$ cat config.mk
export PLATFORM = sky130hd
export DESIGN_NAME = byte_addr_load_unit
export DESIGN_NICKNAME = d
export VERILOG_FILES = /design/src/rtl/byte_addr_load_unit.sv
export SDC_FILE = /design/constraint.sdc
export NUM_CORES = 1
export LEC_CHECK = 0
export ABC_AREA = 1
export BUFFER_PORTS_ARGS = -buffer_cell sky130_fd_sc_hd__buf_4
export CORE_AREA = 2 2 157 159
export DETAILED_ROUTE_END_ITERATION = 16
export DIE_AREA = 0 0 159 161
export SYNTH_ARGS = -nofsm -noshare
export SYNTH_HDL_FRONTEND = slang
export SYNTH_SLANG_ARGS = --single-unit
$ cat constraint.sdc
create_clock -name Clk -period 2.7 [get_ports Clk]
set_input_delay 0.54 -clock Clk [delete_from_list [all_inputs] [get_ports Clk]]
set_output_delay 0.54 -clock Clk [all_outputs]
set_load 0.02 [all_outputs]
$ cat src/rtl/byte_addr_load_unit.sv
// rtl/byte_addr_load_unit.sv - byte-address load unit: word reads, lane extract/merge, sign/zero extend
// Define MISALIGN_TRAP_EN to reject misaligned half/word loads instead of splitting them.
module byte_addr_load_unit #(
  parameter int ADDR_W = 32,
  parameter int DATA_W = 32
) (
  input  logic              Clk,
  input  logic              Rst_n,
  input  logic              ReqValid,
  output logic              ReqReady,
  input  logic [ADDR_W-1:0] ReqAddr,
  input  logic [1:0]        ReqSize,
  input  logic              ReqSigned,
  output logic              MemRdEn,
  output logic [ADDR_W-3:0] MemAddr,
  input  logic [DATA_W-1:0] MemRdData,
  output logic              RespValid,
  input  logic              RespReady,
  output logic [DATA_W-1:0] RespData,
  output logic              RespErr
);

  typedef enum logic [2:0] {IDLE, ISSUE0, CAP0, ISSUE1, CAP1, RESP} state_t;

  state_t              state, state_nx;
  logic [ADDR_W-3:0]   word_q;
  logic [1:0]          off_q;
  logic [1:0]          size_q;
  logic                sgn_q;
  logic [DATA_W-1:0]   lo_q;
  logic                req_fire;
  logic                req_bad;
  logic                crossing;

  // Shift the little-endian byte pair so the addressed byte sits in lane 0, then extend.
  function automatic logic [DATA_W-1:0] merge(input logic [DATA_W-1:0] hi,
                                              input logic [DATA_W-1:0] lo,
                                              input logic [1:0] off,
                                              input logic [1:0] size,
                                              input logic sgn);
    logic [2*DATA_W-1:0] t;
    logic [DATA_W-1:0]   r;
    t = {hi, lo} >> {off, 3'b000};
    case (size)
      2'b00:   r = {{24{sgn & t[7]}}, t[7:0]};
      2'b01:   r = {{16{sgn & t[15]}}, t[15:0]};
      default: r = t[31:0];
    endcase
    return r;
  endfunction

  assign req_fire = ReqValid && ReqReady;
  assign crossing = ((size_q == 2'b01) && (off_q == 2'b11)) ||
                    ((size_q == 2'b10) && (off_q != 2'b00));

`ifdef MISALIGN_TRAP_EN
  assign req_bad = (ReqSize == 2'b11) ||
                   ((ReqSize == 2'b01) && ReqAddr[0]) ||
                   ((ReqSize == 2'b10) && (ReqAddr[1:0] != 2'b00));
`else
  assign req_bad = (ReqSize == 2'b11);
`endif

  always_comb begin
    state_nx  = state;
    ReqReady  = 1'b0;
    MemRdEn   = 1'b0;
    RespValid = 1'b0;
    case (state)
      IDLE: begin
        ReqReady = 1'b1;
        if (ReqValid) state_nx = req_bad ? RESP : ISSUE0;
      end
      ISSUE0: begin
        MemRdEn  = 1'b1;
        state_nx = CAP0;
      end
      CAP0:   state_nx = crossing ? ISSUE1 : RESP;
      ISSUE1: begin
        MemRdEn  = 1'b1;
        state_nx = CAP1;
      end
      CAP1:   state_nx = RESP;
      RESP: begin
        RespValid = 1'b1;
        if (RespReady) state_nx = IDLE;
      end
      default: state_nx = IDLE;
    endcase
  end

  always_ff @(posedge Clk or negedge Rst_n) begin
    if (!Rst_n) begin
      state <= IDLE;
    end else begin
      state <= state_nx;
    end
  end

  always_ff @(posedge Clk or negedge Rst_n) begin
    if (!Rst_n) begin
      word_q   <= '0;
      off_q    <= '0;
      size_q   <= '0;
      sgn_q    <= 1'b0;
      lo_q     <= '0;
      MemAddr  <= '0;
      RespData <= '0;
      RespErr  <= 1'b0;
    end else begin
      case (state)
        IDLE: begin
          if (req_fire) begin
            word_q   <= ReqAddr[ADDR_W-1:2];
            off_q    <= ReqAddr[1:0];
            size_q   <= ReqSize;
            sgn_q    <= ReqSigned;
            RespErr  <= req_bad;
            RespData <= '0;
            // Rejected requests never touch memory, so MemAddr keeps its old value.
            if (!req_bad) MemAddr <= ReqAddr[ADDR_W-1:2];
          end
        end
        CAP0: begin
          lo_q <= MemRdData;
          if (crossing) MemAddr <= word_q + 1'b1;
          else          RespData <= merge('0, MemRdData, off_q, size_q, sgn_q);
        end
        CAP1: RespData <= merge(MemRdData, lo_q, off_q, size_q, sgn_q);
        default: ;
      endcase
    end
  end

endmodule

==> results.md, run 1 <==
* Clock Sinks at 133
* Setup Fix Bufs, Post-CTS at 0
* WS Path Type: flip-flop to flip-flop
* Row cnt at 57
* Reg power frac at 29.2%
* Final setup fails at 0
* Avg WL per Cell at 15.9 microns
* H-tree levels at 4
* DR DRC count at 0
* Clock buffer depth at 2
* Slew @ Worst Pin at 562 ps
* Final net count at 1417
* Post-CTS sizing at 0
* CP max stage delay at 530 ps
* Io pins at 137
* Worst Hold Slack at 44.5 ps
* Global route overflow at 0
* Hold-fix buffers, CTS at 0
* Setup TNS at 0 ps
* WP data required at 3010 ps
* Worst-path fanout max at 30
* Vias at 8249
* Die Span Y at 161 microns
* Switching share of power at 47.0%
* Crit. End Element: flip-flop
* Status: complete, no violations
* Pins Over Slew Limit at 0
* Layout cell share with drive strength beyond 1 at 16.3%
* First-pass DRT Iterations at 5
* Gpl congestion at 0.938
* Clk_skew at 8.72 ps
* Commonest cells after routing, fill and taps aside: nand2_1 (527), buf_4 (148), dfrtp_1 (132), nand3_1 (132), nor2_1 (103)
* Die X at 159 microns
* Comb pwr share at 51.0%
* Leak Pwr at 0.00504 uW
* Later-pin clock latency in the skew report at 420 ps
* Hpwl dp at 19.5 mm
* Avg Vias per Cell at 4.91
* Initial antenna violation count at 0
* Syn nets at 1311
* Psw at 5960 uW
* Number of fillers in the final layout at 2547
* Pint at 6730 uW
* Synth area leaders: dfrtp_1 (41%), nand2_1 (24%), nand3_1 (8.0%)
* Iteration-0 DRC Markers at 926
* Register area share after synthesis at 40.5%
* Power Dens Cells at 1260 nW/um^2
* Tmin final at 2050 ps
* Met3 usage at 5.16%
* P&R area growth vs syn at 22.8%
* Worst path slowest cell: dfrtp_2
* Ant diodes at 0
* Root buf cell: clkbuf_16
* Largest net degree at the start of global routing at 63
* Post-synth top area share at 40.5%
* Final hold vios at 0
* Met2 Track Usage GR at 27.4%
* DIE AREA at 25600 sq um
* Clock-pin slew on the worst setup and hold paths at 60 ps
* Fmax at 0.487 GHz
* First-pass GRT wire length at 42.2 mm
* Hold Path Class: input port to asynchronous set/reset pin
* Busiest grt layer: met1
* Synth Instances at 1239
* CTS Buf Count at 17
* Largest area contributor in the netlist: dfrtp_1
* Final period util at 76.0%
* Commonest non-fill, non-tap cell in the layout: nand2_1
* Max_cap viols at 0
* Max transition margin at 62.5%
* R2R depth at 7
* Mapped Avg Cell Area at 6.63 sq um
* Port-buffer cells at 136
* Met1 usage at 32.9%
* TritonCTS clock tree: done
* Reg2reg end: RespData[5]
* RSZ-0062 raised after global routing: false
* Clock Power Share at 19.8%
* Antenna viol nets, final at 0
* Vias in the first global route at 7483
* Worst reg-to-reg setup slack at 650 ps
* Yosys warnings at 0
* Syn Std Cell Area at 8210 sq um
* CP Cell Sequence: o21ai_1 > o21ai_2 > nand2_2 > nand2_4 > inv_2 > nand3_1 > o21a_1
* Core Region at 24000 sq um
* All-layer global routing usage at 20.8%
* WL final at 26.7 mm
* Worst IR Drop VDD at 436 uV
* WP data arrival at 2370 ps
* Startpoint types: flip-flop
* Initial Utilization at 34.3%
* Buffers and inverters on the worst path at 1
* Synthesis-stage register bit count at 133
* Top delay family on crit path: flip-flops
* R2r startpoint: off_q[0]
* Cell variety after synth at 35
==> power by group through the flow <==
| stage | clock, uW | combinational, uW | sequential (uW) |
|---|---|---|---|
| after global routing | 2640 | 7250 | 3840 |
| after floorplan | 0 | 4270 | 3920 |
| after global placement | 0 | 6370 | 3730 |
| after detailed placement | 0 | 6400 | 3720 |
| final | 2510 | 6470 | 3700 |
| after CTS | 2560 | 6440 | 3700 |
==> flip-flops by register name, summed over array words and instances, names as in the netlist <==
signal    flops
RespData     32
sgn_q         1
word_q       30
off_q         2
lo_q         32
size_q        2
RespErr       1
state         3
MemAddr      30
==> per-stage QoR <==
| stage | instance area, sq um | total power, uW | worst slack [ps] | utilization [%] | std cells |
|---|---|---|---|---|---|
| after floorplan | 8210 | 8190 | 1160 | - | 1239 |
| after global placement | 9450 | 10100 | 703 | 39.4 | 1650 |
| after detailed placement | 9450 | 10100 | 665 | 39.4 | 1650 |
| after CTS | 10100 | 12700 | 645 | 42.1 | 1681 |
| after global routing | 10100 | 13700 | 407 | 42.1 | 1681 |
| final | 10100 | 12700 | 647 | 42.1 | 1681 |
==> final cells by class <==
class                      count  area (sq um)  area share [%]
multi-input combinational    959          4200            41.7
clock inverter                11           176            1.75
timing repair buffer         153          1200            11.9
clock buffer                  20           457            4.53
sequential                   133          3330            33.0
inverter                      81           307            3.04
tap                          324           405            4.02
==> how the worst max path moves through the flow <==
stage / from / cells past startpoint / slack, ps / endpoint
2_1_floorplan: state[1] / 2 / 1160 / RespValid
3_3_place_gp: off_q[1] / 9 / 700 / RespData[26]
3_5_place_dp: off_q[0] / 7 / 670 / RespData[5]
4_1_cts: off_q[0] / 7 / 640 / RespData[5]
5_1_grt: off_q[0] / 7 / 410 / RespData[5]
6_report: off_q[0] / 7 / 650 / RespData[5]
==> kinds of logic (layout without fill, tap and decap cells) <==
| group | count (synthesis) | count (layout) | share of synthesized area (%) |
|---|---|---|---|
| buffers and inverters | 147 | 265 | 8.37 |
| AND/OR/NAND/NOR | 801 | 801 | 40.5 |
| adder cells (fa/ha/maj) | 1 | 1 | 0.152 |
| flip-flops | 133 | 133 | 40.5 |
| AO/OA/AOI/OAI | 154 | 154 | 10.1 |
| XOR/XNOR | 3 | 3 | 0.320 |
==> Yosys cell counts (all sizes together) <==
cell type	n
nand2	536
nand3	136
dfrtp	133
nor2	109
o21ai	108
inv	81
buf	52
a21oi	22
clkbuf	14
o211ai	13
o21a	6
or2	6
nor3	5
nand3b	4
nand4	3
o31ai	3
xor2	3
a31oi	2
and2	1
ha	1
nor4	1
==> worst register-to-register path, stage by stage (launching register included) <==
cell and delay, ps:
dfrtp_2 530, o21ai_1 240, o21ai_2 110, nand2_2 130, nand2_4 200, inv_2 420
nand3_1 160, o21a_1 140
==> layer usage <==
metal	share of wire (%)	vias up
li1	-	4155
met1	51	3767
met2	40	308
met3	7.9	19
met4	1.2	0
met5	0	-
Note: power is estimated with default switching activity, not from simulation.
==> run 2, diff against run 1 <==
--- a/config.mk
+++ b/config.mk
@@ -5,11 +5,11 @@
 export SDC_FILE = /design/constraint.sdc
 export NUM_CORES = 1
 export LEC_CHECK = 0
-export ABC_AREA = 1
+export ABC_AREA = 0
 export BUFFER_PORTS_ARGS = -buffer_cell sky130_fd_sc_hd__buf_4
-export CORE_AREA = 2 2 157 159
+export CORE_AREA = 2 2 154 156
 export DETAILED_ROUTE_END_ITERATION = 16
-export DIE_AREA = 0 0 159 161
+export DIE_AREA = 0 0 156 158
 export SYNTH_ARGS = -nofsm -noshare
 export SYNTH_HDL_FRONTEND = slang
 export SYNTH_SLANG_ARGS = --single-unit
==> constraint.sdc (replaced) <==
create_clock -name Clk -period 2.08 [get_ports Clk]
set_input_delay 0.416 -clock Clk [delete_from_list [all_inputs] [get_ports Clk]]
set_output_delay 0.416 -clock Clk [all_outputs]
set_load 0.02 [all_outputs]
==> results.md, run 2 <==
* Status: complete, no violations
* Io pins at 137 (unchanged)
* Syn nets at 927 (-29%)
* Worst Hold Slack at 216 ps (+172 ps)
* Ant diodes at 0 (unchanged)
* Initial Utilization at 34.2% (-0.063 points)
* WS Path Type: flip-flop to flip-flop
* TritonCTS clock tree: done
* Core Region at 23100 sq um (-3.8%)
* Number of fillers in the final layout at 2215 (-13%)
* Cell variety after synth at 74 (+110%)
* Synthesis-stage register bit count at 133 (unchanged)
* Most frequent cell after synthesis: nand2_1
* Slew @ Worst Pin at 526 ps (-36.1 ps)
* Post-synth top area share at 42.2% (+1.7 points)
* P&R area growth vs syn at 31.8%
* Die X at 156 microns (-1.9%)
* Leak Pwr at 0.00464 uW (-8.0%)
* Ys flop type: dfrtp_1
* Clk_skew at 14.7 ps (+6.01 ps)
* Pins Over Slew Limit at 0 (unchanged)
* DR DRC count at 0 (unchanged)
* Later-pin clock latency in the skew report at 430 ps (about the same)
* Total design power at 17500 uW (+38%)
* Ys async rst share at 100% (unchanged)
* Iteration-0 DRC Markers at 540 (-42%)
* Mapped Avg Cell Area at 9.22 sq um (+39%)
* Multi-input combinational cell area at 4270 sq um (+1.5%)
* Clock Sinks at 133 (unchanged)
* Final setup fails at 0 (unchanged)
* Port-buffer cells at 136 (unchanged)
* Top Registers: RespData (32), lo_q (32)
* Utilization after layout at 45.1% (+3.0 points)
* WP data required at 2380 ps (-630 ps)
* Syn Std Cell Area at 7890 sq um (-4.0%)
* Tmin final at 2070 ps (+12.2 ps)
* Final net count at 1087 (-23%)
* Storage cell area at 3330 sq um (about the same)
* First-pass DRT Iterations at 6 (+1)
* CP max stage delay at 450 ps (-80 ps)
* CTS Buf Count at 17 (unchanged)
* RSZ-0062 raised after global routing: true
* Synth Instances at 855 (-31%)
* WP data arrival at 2370 ps (about the same)
* Top cells by count, synth: nand2_1 (140), dfrtp_1 (133), mux2i_1 (72), clkbuf_1 (45), nor2_1 (45)
* Antenna viol nets, final at 0 (unchanged)
* Die Span Y at 158 microns (-1.9%)
* Final hold vios at 0 (unchanged)
* Vias at 7234 (-12%)
* Max transition margin at 64.9% (+2.4 points)
* Register area share after synthesis at 42.2% (+1.7 points)
* Largest area contributor in the netlist: dfrtp_1
* Yosys warnings at 0 (unchanged)
* Hold wc startpoint: MemRdData[21]
* Hold Path Class: input port to flip-flop
* Setup crit start: off_q[1]
* DIE AREA at 24600 sq um (-3.7%)
* Clock buffer depth at 2 (unchanged)
* Top delay family on crit path: compound AO/OA/AOI/OAI gates
* Commonest non-fill, non-tap cell in the layout: buf_4
* Power Dens Cells at 1680 nW/um^2 (+34%)
* Worst-path fanout max at 8 (-73%)
* Vias in the first global route at 7358 (-1.7%)
* Row cnt at 56 (-1.8%)
* Finished Cell Area at 10400 sq um (+3.1%)
* All-layer global routing usage at 20.2% (-0.66 points)
* Clock-pin slew on the worst setup and hold paths at 60 ps (about the same)
* Avg WL per Cell at 18.7 microns (+17%)
* Gpl congestion at 0.876 (-6.6%)
* Largest net degree at the start of global routing at 71 (+13%)
* Avg Vias per Cell at 5.49 (+12%)
* Layout cell share with drive strength beyond 1 at 29.4% (+13 points)
* Synth area leaders: dfrtp_1 (42%), mux2i_1 (9.1%), nand2_1 (6.7%)
* Buffers and inverters on the worst path at 1 (unchanged)
* WL final at 24.6 mm (-8.0%)
* Worst path slowest cell: dfrtp_2
* Global route overflow at 0 (unchanged)
* Setup TNS at 0 ps (unchanged)
* Initial antenna violation count at 0 (unchanged)
* First-pass GRT wire length at 38.7 mm (-8.1%)
* Commonest cells after routing, fill and taps aside: buf_4 (188), nand2_1 (140), dfrtp_1 (131), mux2i_1 (71), nor2_1 (45)
* DP Area at 9570 sq um (+1.3%)
* Startpoint types: flip-flop
* Crit. End Element: flip-flop
* Worst IR Drop VDD at 695 uV (+59%)
* Hpwl dp at 17.4 mm (-11%)
* Fmax at 0.484 GHz (-0.59%)
* Final period util at 99.3% (+23 points)
* Root buf cell: clkbuf_16
* R2r startpoint: off_q[1]
* H-tree levels at 4 (unchanged)
* EDFF count, synth at 0 (unchanged)
* Max_cap viols at 0 (unchanged)
* CP Cell Sequence: mux2_4 > a222oi_1 > nand2b_4 > buf_12 > a21oi_1 > a311o_1
==> run 2: changes by cell type after synthesis, moves of 19 or more <==
cell	previous run	this run
nor2_1	103	45
mux2i_1	0	72
nand2_1	528	140
nand3_1	132	31
o21ai_0	100	42
clkbuf_1	14	45
inv_1	72	13
a21oi_1	22	43
buf_2	34	14
mux2_2	0	37
nand2b_1	0	19
==> run 2: through the flow <==
step,std cells,setup WS (ps)
after floorplan,855,11.6
after global placement,1274,2.40
after detailed placement,1274,-42.4
after CTS,1307,-2.89
after global routing,1317,-41.5
final,1317,14.8
==> run 2: worst min-delay path: stages <==
cell     delay [ps]
buf_4           100
nand2_1          50
nand2_1          40
==> run 2: area by class of cell <==
class / count / share of cell area [%]
Clock inverter: 13 / 1.88
Tap cell: 290 / 3.49
Multi-Input combinational cell: 645 / 41.1
Sequential cell: 133 / 32.1
Inverter: 13 / 0.470
Clock buffer: 18 / 4.23
Timing Repair Buffer: 205 / 16.8
==> run 2: routing by layer <==
metal / track usage, % / vias to the layer above / part of all wire, %
li1: - / 3407 / -
met1: 25.1 / 3565 / 43
met5: 0 / - / 0
met3: 4.43 / 39 / 5.4
met2: 34.6 / 223 / 49
met4: 7.43 / 0 / 2.4
==> run 2: worst paths after layout <==
| check | endpoint | slack [ps] | cells past startpoint |
|---|---|---|---|
| worst max register to register | RespData[21] | 10 | 6 |
| worst min-delay path | lo_q[21] | 220 | 3 |
| worst min register to register | lo_q[15] | 470 | 2 |
| max in group asynchronous | MemAddr[16] | 920 | 3 |
| worst max-delay path | RespData[21] | 10 | 6 |
| min in group asynchronous | RespData[4] | 500 | 2 |
==> run 2: power breakdown <==
group / switching [uW] / internal (uW) / total (uW)
combinational: 4970 / 4310 / 9280
clock: 1270 / 2060 / 3320
sequential: 1020 / 3850 / 4870
==> run 2: logic make-up (layout without fill, tap and decap cells) <==
group / Yosys count / in the layout / synth area share, %
muxes: 110 / 110 / 14.6
xor gates and xnor gates: 26 / 26 / 2.89
adders and majority gates: 1 / 1 / 0.159
DFF: 133 / 133 / 42.2
AOI/OAI and AO/OA: 201 / 201 / 17.2
buffers and inverters: 77 / 249 / 4.28
and+or+nand+nor: 307 / 307 / 18.7
==> run 2: repair_timing <==
action	4_1_cts	5_1_grt
hold endpoints to repair	48	0
setup endpoints to repair	2	21
hold buffers	1	0
cloned	0	3
gates resized for setup	0	9
pin swaps	0	17
buffers inserted	1	7
